`config.mk`:
```
export PLATFORM = sky130hd
export DESIGN_NAME = mc_controller
export DESIGN_NICKNAME = d
export VERILOG_FILES = /design/src/rtl/mc_pkg.sv /design/src/rtl/mc_outdec.sv /design/src/rtl/mc_controller.sv
export SDC_FILE = /design/constraint.sdc
export NUM_CORES = 1
export LEC_CHECK = 0
export CORE_UTILIZATION = 34
export CTS_CLUSTER_DIAMETER = 150
export DETAILED_ROUTE_END_ITERATION = 8
export GPL_ROUTABILITY_DRIVEN = 1
export GPL_TIMING_DRIVEN = 1
export PLACE_DENSITY_LB_ADDON = 0.12
export SLEW_MARGIN = 0
export SYNTH_ARGS = -nofsm -noshare
export SYNTH_HDL_FRONTEND = slang
export SYNTH_SLANG_ARGS = --single-unit
```
`constraint.sdc`:
```
create_clock -name clk -period 1.55 [get_ports clk]
set_input_delay 0.3875 -clock clk [delete_from_list [all_inputs] [get_ports clk]]
set_output_delay 0.3875 -clock clk [all_outputs]
set_load 0.01 [all_outputs]
```
`src/rtl/mc_pkg.sv`:
```
// Shared types and encodings for the multicycle controller: state names,
// opcodes, datapath mux selects and the decoded control bundle.
package mc_pkg;

  typedef enum logic [3:0] {
    S_FETCH  = 4'd0,
    S_DECODE = 4'd1,
    S_MEMADR = 4'd2,
    S_MEMRD  = 4'd3,
    S_MEMWB  = 4'd4,
    S_MEMWR  = 4'd5,
    S_RTEXE  = 4'd6,
    S_ALUWB  = 4'd7,
    S_BEQ    = 4'd8,
    S_BLT    = 4'd9,
    S_ADDIEX = 4'd10,
    S_IMMEX  = 4'd11,
    S_IMMWB  = 4'd12,
    S_JUMP   = 4'd13
  } state_e;

  localparam logic [5:0] OP_RTYPE = 6'b000000;
  localparam logic [5:0] OP_J     = 6'b000010;
  localparam logic [5:0] OP_BEQ   = 6'b000100;
  localparam logic [5:0] OP_ADDI  = 6'b001000;
  localparam logic [5:0] OP_LUI   = 6'b001111;
  localparam logic [5:0] OP_LI    = 6'b010001;
  localparam logic [5:0] OP_BLT   = 6'b011111;
  localparam logic [5:0] OP_LW    = 6'b100011;
  localparam logic [5:0] OP_SW    = 6'b101011;

  localparam logic [1:0] SRCA_PC   = 2'b00;
  localparam logic [1:0] SRCA_RS   = 2'b01;
  localparam logic [1:0] SRCA_ZERO = 2'b10;

  localparam logic [2:0] SRCB_B        = 3'b000;
  localparam logic [2:0] SRCB_FOUR     = 3'b001;
  localparam logic [2:0] SRCB_SIMM     = 3'b010;
  localparam logic [2:0] SRCB_SIMM_SH2 = 3'b011;
  localparam logic [2:0] SRCB_IMM_HI   = 3'b100;

  localparam logic [1:0] PCSRC_ALU    = 2'b00;
  localparam logic [1:0] PCSRC_ALUOUT = 2'b01;
  localparam logic [1:0] PCSRC_JUMP   = 2'b10;

  localparam logic [1:0] ALUOP_ADD   = 2'b00;
  localparam logic [1:0] ALUOP_SUB   = 2'b01;
  localparam logic [1:0] ALUOP_FUNCT = 2'b10;

  typedef struct packed {
    logic       pcwrite;
    logic       irwrite;
    logic       regwrite;
    logic       memwrite;
    logic       iord;
    logic       memtoreg;
    logic       regdst;
    logic       branch;
    logic       blt;
    logic [1:0] alusrca;
    logic [2:0] alusrcb;
    logic [1:0] pcsrc;
    logic [1:0] aluop;
    logic       illegal;
  } ctrl_t;

endpackage

```
`src/rtl/mc_outdec.sv`:
```
// Combinational decode of controller state into datapath controls. Only IMMEX
// (immediate source) and DECODE (illegal flag) look at the opcode.
module mc_outdec
  import mc_pkg::*;
(
  input  state_e      state_i,
  input  logic [5:0]  op_i,
  output ctrl_t       ctrl_o
);

  always_comb begin
    ctrl_o = '0;
    unique case (state_i)
      S_FETCH: begin
        ctrl_o.alusrca = SRCA_PC;
        ctrl_o.alusrcb = SRCB_FOUR;
        ctrl_o.aluop   = ALUOP_ADD;
        ctrl_o.pcsrc   = PCSRC_ALU;
        ctrl_o.irwrite = 1'b1;
        ctrl_o.pcwrite = 1'b1;
      end
      S_DECODE: begin
        // Branch target is computed speculatively here and parked in ALUOut.
        ctrl_o.alusrca = SRCA_PC;
        ctrl_o.alusrcb = SRCB_SIMM_SH2;
        ctrl_o.aluop   = ALUOP_ADD;
        case (op_i)
          OP_RTYPE, OP_J, OP_BEQ, OP_ADDI, OP_LUI,
          OP_LI, OP_BLT, OP_LW, OP_SW: ctrl_o.illegal = 1'b0;
          default:                     ctrl_o.illegal = 1'b1;
        endcase
      end
      S_MEMADR, S_ADDIEX: begin
        ctrl_o.alusrca = SRCA_RS;
        ctrl_o.alusrcb = SRCB_SIMM;
        ctrl_o.aluop   = ALUOP_ADD;
      end
      S_MEMRD: ctrl_o.iord = 1'b1;
      S_MEMWB: begin
        ctrl_o.regwrite = 1'b1;
        ctrl_o.memtoreg = 1'b1;
      end
      S_MEMWR: begin
        ctrl_o.iord     = 1'b1;
        ctrl_o.memwrite = 1'b1;
      end
      S_RTEXE: begin
        ctrl_o.alusrca = SRCA_RS;
        ctrl_o.alusrcb = SRCB_B;
        ctrl_o.aluop   = ALUOP_FUNCT;
      end
      S_ALUWB: begin
        ctrl_o.regwrite = 1'b1;
        ctrl_o.regdst   = 1'b1;
      end
      S_BEQ, S_BLT: begin
        ctrl_o.alusrca = SRCA_RS;
        ctrl_o.alusrcb = SRCB_B;
        ctrl_o.aluop   = ALUOP_SUB;
        ctrl_o.pcsrc   = PCSRC_ALUOUT;
        ctrl_o.branch  = (state_i == S_BEQ);
        ctrl_o.blt     = (state_i == S_BLT);
      end
      S_IMMEX: begin
        ctrl_o.alusrca = SRCA_ZERO;
        ctrl_o.alusrcb = (op_i == OP_LUI) ? SRCB_IMM_HI : SRCB_SIMM;
        ctrl_o.aluop   = ALUOP_ADD;
      end
      S_IMMWB: ctrl_o.regwrite = 1'b1;
      S_JUMP: begin
        ctrl_o.pcsrc   = PCSRC_JUMP;
        ctrl_o.pcwrite = 1'b1;
      end
      default: ctrl_o = '0;
    endcase
  end

endmodule

```
`src/rtl/mc_controller.sv`:
```
// Multicycle MIPS-style main controller: state register and next-state logic,
// with memory-side write strobes held back until memready when MEMWAIT=1.
module mc_controller
  import mc_pkg::*;
#(
  parameter bit MEMWAIT = 1'b0,
  parameter int ALUOP_W = 2
) (
  input  logic               clk,
  input  logic               reset,
  input  logic [5:0]         op,
  input  logic               memready,
  output logic               pcwrite,
  output logic               irwrite,
  output logic               regwrite,
  output logic               memwrite,
  output logic               iord,
  output logic               memtoreg,
  output logic               regdst,
  output logic               branch,
  output logic               blt,
  output logic [1:0]         alusrca,
  output logic [2:0]         alusrcb,
  output logic [1:0]         pcsrc,
  output logic [ALUOP_W-1:0] aluop,
  output logic               illegal,
  output logic [3:0]         state
);

  state_e state_q, state_d;
  ctrl_t  ctrl;
  logic   memOk;
  logic   memGate;

  assign memOk = MEMWAIT ? memready : 1'b1;

  always_ff @(posedge clk or negedge reset) begin
    if (!reset) state_q <= S_FETCH;
    else        state_q <= state_d;
  end

  always_comb begin
    state_d = state_q;
    unique case (state_q)
      S_FETCH:  if (memOk) state_d = S_DECODE;
      S_DECODE: begin
        case (op)
          OP_LW, OP_SW:   state_d = S_MEMADR;
          OP_RTYPE:       state_d = S_RTEXE;
          OP_BEQ:         state_d = S_BEQ;
          OP_BLT:         state_d = S_BLT;
          OP_ADDI:        state_d = S_ADDIEX;
          OP_LUI, OP_LI:  state_d = S_IMMEX;
          OP_J:           state_d = S_JUMP;
          default:        state_d = S_FETCH;
        endcase
      end
      S_MEMADR: state_d = (op == OP_SW) ? S_MEMWR : S_MEMRD;
      S_MEMRD:  if (memOk) state_d = S_MEMWB;
      S_MEMWR:  if (memOk) state_d = S_FETCH;
      S_RTEXE:  state_d = S_ALUWB;
      S_ADDIEX, S_IMMEX: state_d = S_IMMWB;
      S_MEMWB, S_ALUWB, S_BEQ, S_BLT, S_IMMWB, S_JUMP: state_d = S_FETCH;
      default:  state_d = S_FETCH;
    endcase
  end

  mc_outdec u_outdec (
    .state_i (state_q),
    .op_i    (op),
    .ctrl_o  (ctrl)
  );

  // Only the memory-transfer states wait on memready; JUMP's pcwrite is never held.
  assign memGate = ((state_q == S_FETCH) || (state_q == S_MEMWR)) ? memOk : 1'b1;

  // Strobes are forced low while reset is held, even though the state already reads FETCH.
  assign pcwrite  = reset & memGate & ctrl.pcwrite;
  assign irwrite  = reset & memGate & ctrl.irwrite;
  assign memwrite = reset & memGate & ctrl.memwrite;
  assign regwrite = reset & ctrl.regwrite;
  assign illegal  = reset & ctrl.illegal;

  assign iord     = ctrl.iord;
  assign memtoreg = ctrl.memtoreg;
  assign regdst   = ctrl.regdst;
  assign branch   = ctrl.branch;
  assign blt      = ctrl.blt;
  assign alusrca  = ctrl.alusrca;
  assign alusrcb  = ctrl.alusrcb;
  assign pcsrc    = ctrl.pcsrc;
  assign state    = state_q;

  always_comb begin
    aluop      = '0;
    aluop[1:0] = ctrl.aluop;
  end

endmodule

```
==> results of run 1 <==
==> kinds of logic after synthesis <==
kind of cell / count (synthesis) / share of synthesized area [%]
AOI/OAI and AO/OA: 16 / 18.2
and+or+nand+nor: 54 / 49.0
buffers and inverters: 8 / 13.4
DFF: 4 / 16.5
xor gates and xnor gates: 2 / 2.89
==> cells in the mapped netlist <==
master / n
a21oi_1: 4
a21oi_2: 1
a221oi_2: 1
a311oi_1: 1
and2_1: 2
and3_1: 3
and3_2: 1
buf_12: 1
buf_6: 2
clkbuf_1: 1
clkbuf_8: 2
dfrtp_1: 4
inv_1: 2
nand2_1: 9
nand2b_1: 2
nand3_1: 5
nand4_1: 1
nand4bb_1: 1
nor2_1: 11
nor2b_1: 4
nor3_1: 6
nor3_2: 1
nor3b_1: 1
nor4b_1: 1
o21ai_0: 3
o21ai_1: 1
o21bai_1: 1
o221ai_1: 1
o22ai_1: 2
o311ai_0: 1
or2_2: 1
or2b_1: 1
or3_1: 1
or4_1: 2
or4_4: 1
xnor2_1: 1
xor2_1: 1
==> timing repair <==
action,CTS
pin swaps,19
hold endpoints to repair,0
hold buffers,0
setup endpoints to repair,27
setup buffers,15
gates cloned,1
resized for setup,165
==> through the flow <==
| stage | util [%] | instances | worst slack [ns] |
|---|---|---|---|
| floorplan | - | 84 | -0.0953 |
| global placement | 74.5 | 159 | -1.13 |
| detailed placement | 74.5 | 159 | -1.17 |
| CTS | 91.2 | 178 | -0.342 |
==> insert_results.sql, run 1 <==
INSERT INTO impl_metrics (metric_group, metric, value, unit) VALUES
('cts', 'root_buf_cell', 'clkbuf_4', ''),
('yosys', 'ys_ff_latch', '4', ''),
('placed_design', 'routabilityCongestion', '0.858', ''),
('die', 'io_pins', '32', ''),
('cts', 'cts_buffer_depth', '2', ''),
('timing', 'worst-endpoint-pin-kind', 'top-level output', ''),
('outcome', 'failing_step', 'global routing (5_1_grt)', ''),
('grt', 'antenna_violations_before_repair', '0', ''),
('cts', 'htree_num_levels', '1', ''),
('cts', 'clock_sink_count', '4', ''),
('yosys', 'ys_warn_count', '0', ''),
('yosys', 'post-synth-top-area-cell', 'dfrtp_1', ''),
('timing', 'grt_repair_worst_endpoint', 'illegal', ''),
('yosys', 'synth.area.top_cells', 'dfrtp_1 (17%), nor2_1 (6.8%), nand2_1 (5.6%), nor3_1 (5.0%), clkbuf_8 (4.5%)', ''),
('die', 'die_width', '44.2', 'um'),
('yosys', 'synth_top_cell_area_share', '16.5', '%'),
('placed_design', 'dp_hpwl', '1.63', 'mm'),
('die', 'standard_cell_row_count', '14', ''),
('placed_design', 'numPortBuffers', '30', ''),
('die', 'fp.dieH', '44.2', 'um'),
('die', 'initial_utilization', '38.4', '%'),
('yosys', 'mappedNetlistNets', '93', ''),
('cts', 'cts_inserted_buffers', '3', ''),
('outcome', 'stop_error', '[ERROR DPL-0033] detailed placement checks failed during check placement.', ''),
('yosys', 'syn-instance-count', '84', ''),
('outcome', 'status', 'stopped before the end', ''),
('yosys', 'synth_area', '606', 'um2'),
('grt', 'grt_max_degree', '8', ''),
('yosys', 'seq_area_frac_synth', '16.5', '%'),
('placed_design', 'dpl_cell_area', '1170', 'um2'),
('yosys', 'syn_area_per_cell', '7.21', 'um2'),
('yosys', 'ys_types', '37', '');
==> inputs of run 2 (changes only) <==
- CORE_AREA: default -> 2 2 63 65
- CORE_UTILIZATION: 34 -> default
- CTS_CLUSTER_DIAMETER: 150 -> default
- DIE_AREA: default -> 0 0 65 67
- PLACE_DENSITY_LB_ADDON: 0.12 -> 0.15
- clock period: 1.55 -> 2 ns (I/O delays scaled with it)
==> run 2 against run 1 <==
Synthesized area did not move. The flow now finishes, with violations (negative setup slack). Synthesized cell count did not move.
==> insert_results.sql, run 2 <==
INSERT INTO impl_metrics (metric_group, metric, value, unit) VALUES
('power_and_ir_drop', 'p_per_area', '820', 'nW/um2'),
('grt', 'first_pass_grt_wire_length', '3.64', 'mm'),
('timing', 'report.final.hold_viol_count', '0', ''),
('timing', 'final_max_slew_viol_count', '0', ''),
('timing', 'final_skew', '0.00185', 'ns'),
('yosys', 'synth_area', '606', 'um2'),
('yosys', 'post-synth-top-area-cell', 'dfrtp_1', ''),
('outcome', 'violations', 'negative setup slack', ''),
('die', 'fp.dieH', '67', 'um'),
('yosys', 'mappedNetlistNets', '93', ''),
('worst_setup_path', 'path_cells', 'buf_8 -> or4_4 -> nor2_4 -> a311oi_2 -> nor4b_2 -> buf_2', ''),
('placed_design', 'numPortBuffers', '30', ''),
('timing', 'finalCritPeriodShare', '106', '%'),
('power_and_ir_drop', 'power.leakage', '0.602', 'nW'),
('worst_setup_path', 'worst_ep_arrival_time', '1.62', 'ns'),
('worst_setup_path', 'critical_path.max_stage_delay', '0.56', 'ns'),
('final_layout', 'final_nets', '159', ''),
('yosys', 'synth.area.top_cells', 'dfrtp_1 (17%), nor2_1 (6.8%), nand2_1 (5.6%), nor3_1 (5.0%), clkbuf_8 (4.5%)', ''),
('yosys', 'synth_commonest_cells', 'nor2_1 (11), nand2_1 (9), nor3_1 (6), nand3_1 (5)', ''),
('timing', 'setup_slack', '-0.124', 'ns'),
('timing', 'report.final.setup_viol', '2', ''),
('power_and_ir_drop', 'power_switching', '0.396', 'mW'),
('drt', 'drc', '0', ''),
('final_layout', 'multi_input_combinational_cell_area', '484', 'um2'),
('power_and_ir_drop', 'pwr-share-clk', '16.5', '%'),
('timing', 'max-slew-margin-rel', '76.7', '%'),
('timing', 'fin_worst_hold_slack', '0.333', 'ns'),
('cts', 'root_buf_cell', 'clkbuf_8', ''),
('final_layout', 'drive_gt1_share', '51.4', '%'),
('worst_setup_path', 'worst_r2r_startpoint', 'state[3]', ''),
('yosys', 'synth_enable_flop_cells', '0', ''),
('grt', 'gr-usage-all-layers', '10.9', '%'),
('cts', 'htree_num_levels', '1', ''),
('power_and_ir_drop', 'ir_drop', '0.178', 'mV'),
('final_layout', 'fin_util', '35.3', '%'),
('die', 'die_area', '4360', 'um2'),
('drt', 'antenna_left', '0', ''),
('timing', 'period_needed', '2.12', 'ns'),
('power_and_ir_drop', 'share_comb_of_total_power', '71.1', '%'),
('timing', 'achievable-frequency', '471', 'MHz'),
('yosys', 'synth_async_sr_flop_share', '100', '%'),
('power_and_ir_drop', 'swShare', '38.0', '%'),
('drt', 'first_pass_detailed_route_iteration_total', '4', ''),
('worst_setup_path', 'critical_path.n_buffers_inverters', '2', ''),
('final_layout', 'layout_common_cells', 'buf_4 (32), nor2_1 (10), dlygate4sd2_1 (10)', ''),
('power_and_ir_drop', 'share_seq_of_total_power', '12.4', '%'),
('worst_setup_path', 'cp_slowest_cell', 'or4_4', ''),
('final_layout', 'finalInstanceArea', '1270', 'um2'),
('placed_design', 'place_ws', '-0.964', 'ns'),
('yosys', 'syn-instance-count', '84', ''),
('worst_setup_path', 'startpoint_type', 'input pin', ''),
('final_layout', 'final-seq-area', '101', 'um2'),
('yosys', 'syn_area_per_cell', '7.21', 'um2'),
('die', 'die_width', '65', 'um'),
('final_layout', 'area_delta_synth_final', '110', '%'),
('grt', 'first_global_vias', '823', ''),
('worst_setup_path', 'peak_fanout_along_the_critical_path', '3', ''),
('job', 'cap_viol_max_count', '0', ''),
('yosys', 'synth_top_cell_area_share', '16.5', '%'),
('timing', 'max_slew.worst_pin.slew', '0.346', 'ns'),
('grt', 'antenna_violations_before_repair', '0', ''),
('grt', 'grt_overflow_total', '0', ''),
('worst_setup_path', 'timing.critical_path.from', 'op[0]', ''),
('final_layout', 'mostFrequentLayoutCell', 'buf_4', ''),
('cts', 'tritoncts', 'built', ''),
('yosys', 'ys_warn_count', '0', ''),
('outcome', 'status', 'complete, but fails checks', ''),
('final_layout', 'largest_register_ffs', '4', ''),
('cts', 'clk_latency', '0.22', 'ns'),
('yosys', 'post-synth-top-count-cell', 'nor2_1', ''),
('yosys', 'seq_area_frac_synth', '16.5', '%'),
('die', 'standard_cell_row_count', '22', ''),
('drt', 'vias_per_cell', '4.34', ''),
('placed_design', 'dpl_cell_area', '1150', 'um2'),
('placed_design', 'dp_hpwl', '1.82', 'mm'),
('cts', 'clkSlewWorstSetupHoldPaths', '0.03', 'ns'),
('worst_setup_path', 'crit_family', 'simple AND/OR/NAND/NOR gates', ''),
('yosys', 'postSynth.topFlopCell', 'dfrtp_1', ''),
('yosys', 'ys_ff_latch', '4', ''),
('drt', 'vias', '851', ''),
('die', 'std_cell_core_area', '3610', 'um2'),
('min_path', 'timing.hold.worst.class', 'in -> async', ''),
('power_and_ir_drop', 'design_power_total', '1.04', 'mW'),
('grt', 'grt_max_degree', '8', ''),
('die', 'io_pins', '32', ''),
('final_layout', 'num_antenna_cells', '0', ''),
('worst_setup_path', 'worst_ep_required_time', '1.50', 'ns'),
('power_and_ir_drop', 'p_int', '0.647', 'mW'),
('placed_design', 'routabilityCongestion', '0.771', ''),
('yosys', 'ys_types', '37', ''),
('cts', 'cts_inserted_buffers', '3', ''),
('drt', 'totalWireLength', '2.29', 'mm'),
('timing', 'grt_setup_unrepaired', 'yes', ''),
('final_layout', 'fillerInstances', '412', ''),
('worst_setup_path', 'worstSetupEndpointType', 'primary output', ''),
('cts', 'clock_sink_count', '4', ''),
('drt', 'detail_route.iter0.violations', '22', ''),
('die', 'initial_utilization', '16.8', '%'),
('cts', 'cts_buffer_depth', '2', ''),
('drt', 'avgRoutedWirePerCell', '11.7', 'um'),
('worst_setup_path', 'critical_path_start_end_classification', 'in -> out', '');
## run 2: worst paths after layout
check,endpoint,slack [ns],cells past startpoint
setup reg to reg,state[2],0.62,5
min in group clk,state[0],0.61,2
max in group asynchronous,state[3],1.55,3
hold reg to reg,state[0],0.61,2
hold / removal,state[2],0.33,3
setup / recovery,illegal,-0.12,6
## run 2: what timing repair did
item	in CTS	in global routing
pin swaps	7	9
buffers inserted	2	3
endpoints found under the setup margin	20	9
resized for setup	77	18
hold buffers	0	0
hold endpoints to repair	0	0
gates cloned	0	0
## run 2: tightest hold or removal path, cell delays in order
cell and delay, ns:
dlymetal6s2s_1 0.12, buf_6 0.12, buf_4 0.13
## run 2: cell families after synthesis
logic type | synth area share [%]
buf+inv | 13.4
xor+xnor | 2.89
simple gates | 49.0
flops | 16.5
compound gates | 18.2
## run 2: power groups by stage
stage	Combinational [mW]	Clock [mW]	Sequential, mW
final	0.741	0.172	0.129
after global routing	0.813	0.180	0.132
after CTS	0.718	0.174	0.128
after detailed placement	0.750	0	0.127
after global placement	0.747	0	0.128
after floorplan	0.318	0	0.138
## run 2: layout make-up
class / instances / area share, %
repair buffers: 67 / 45.4
flip-flops and latches: 4 / 7.97
well taps: 48 / 4.72
inverters: 2 / 0.591
clock buffers: 3 / 3.25
multi-input cells: 72 / 38.1
## run 2: layer usage
layer | vias to the layer above | wire [um] | GRT usage, %
li1 | 429 | - | -
met5 | - | 0 | 0
met4 | 0 | 48 | 6.38
met2 | 30 | 1170 | 21.3
met3 | 5 | 132 | 1.35
met1 | 387 | 930 | 11.0
## run 2: metrics by stage
step                cells  setup TNS (ns)
floorplan              84               0
detailed placement    188           -5.00
global placement      188           -4.85
global route          196          -0.273
CTS                   193          -0.311
finish                196          -0.178
Note: power is estimated with default switching activity, not from simulation.
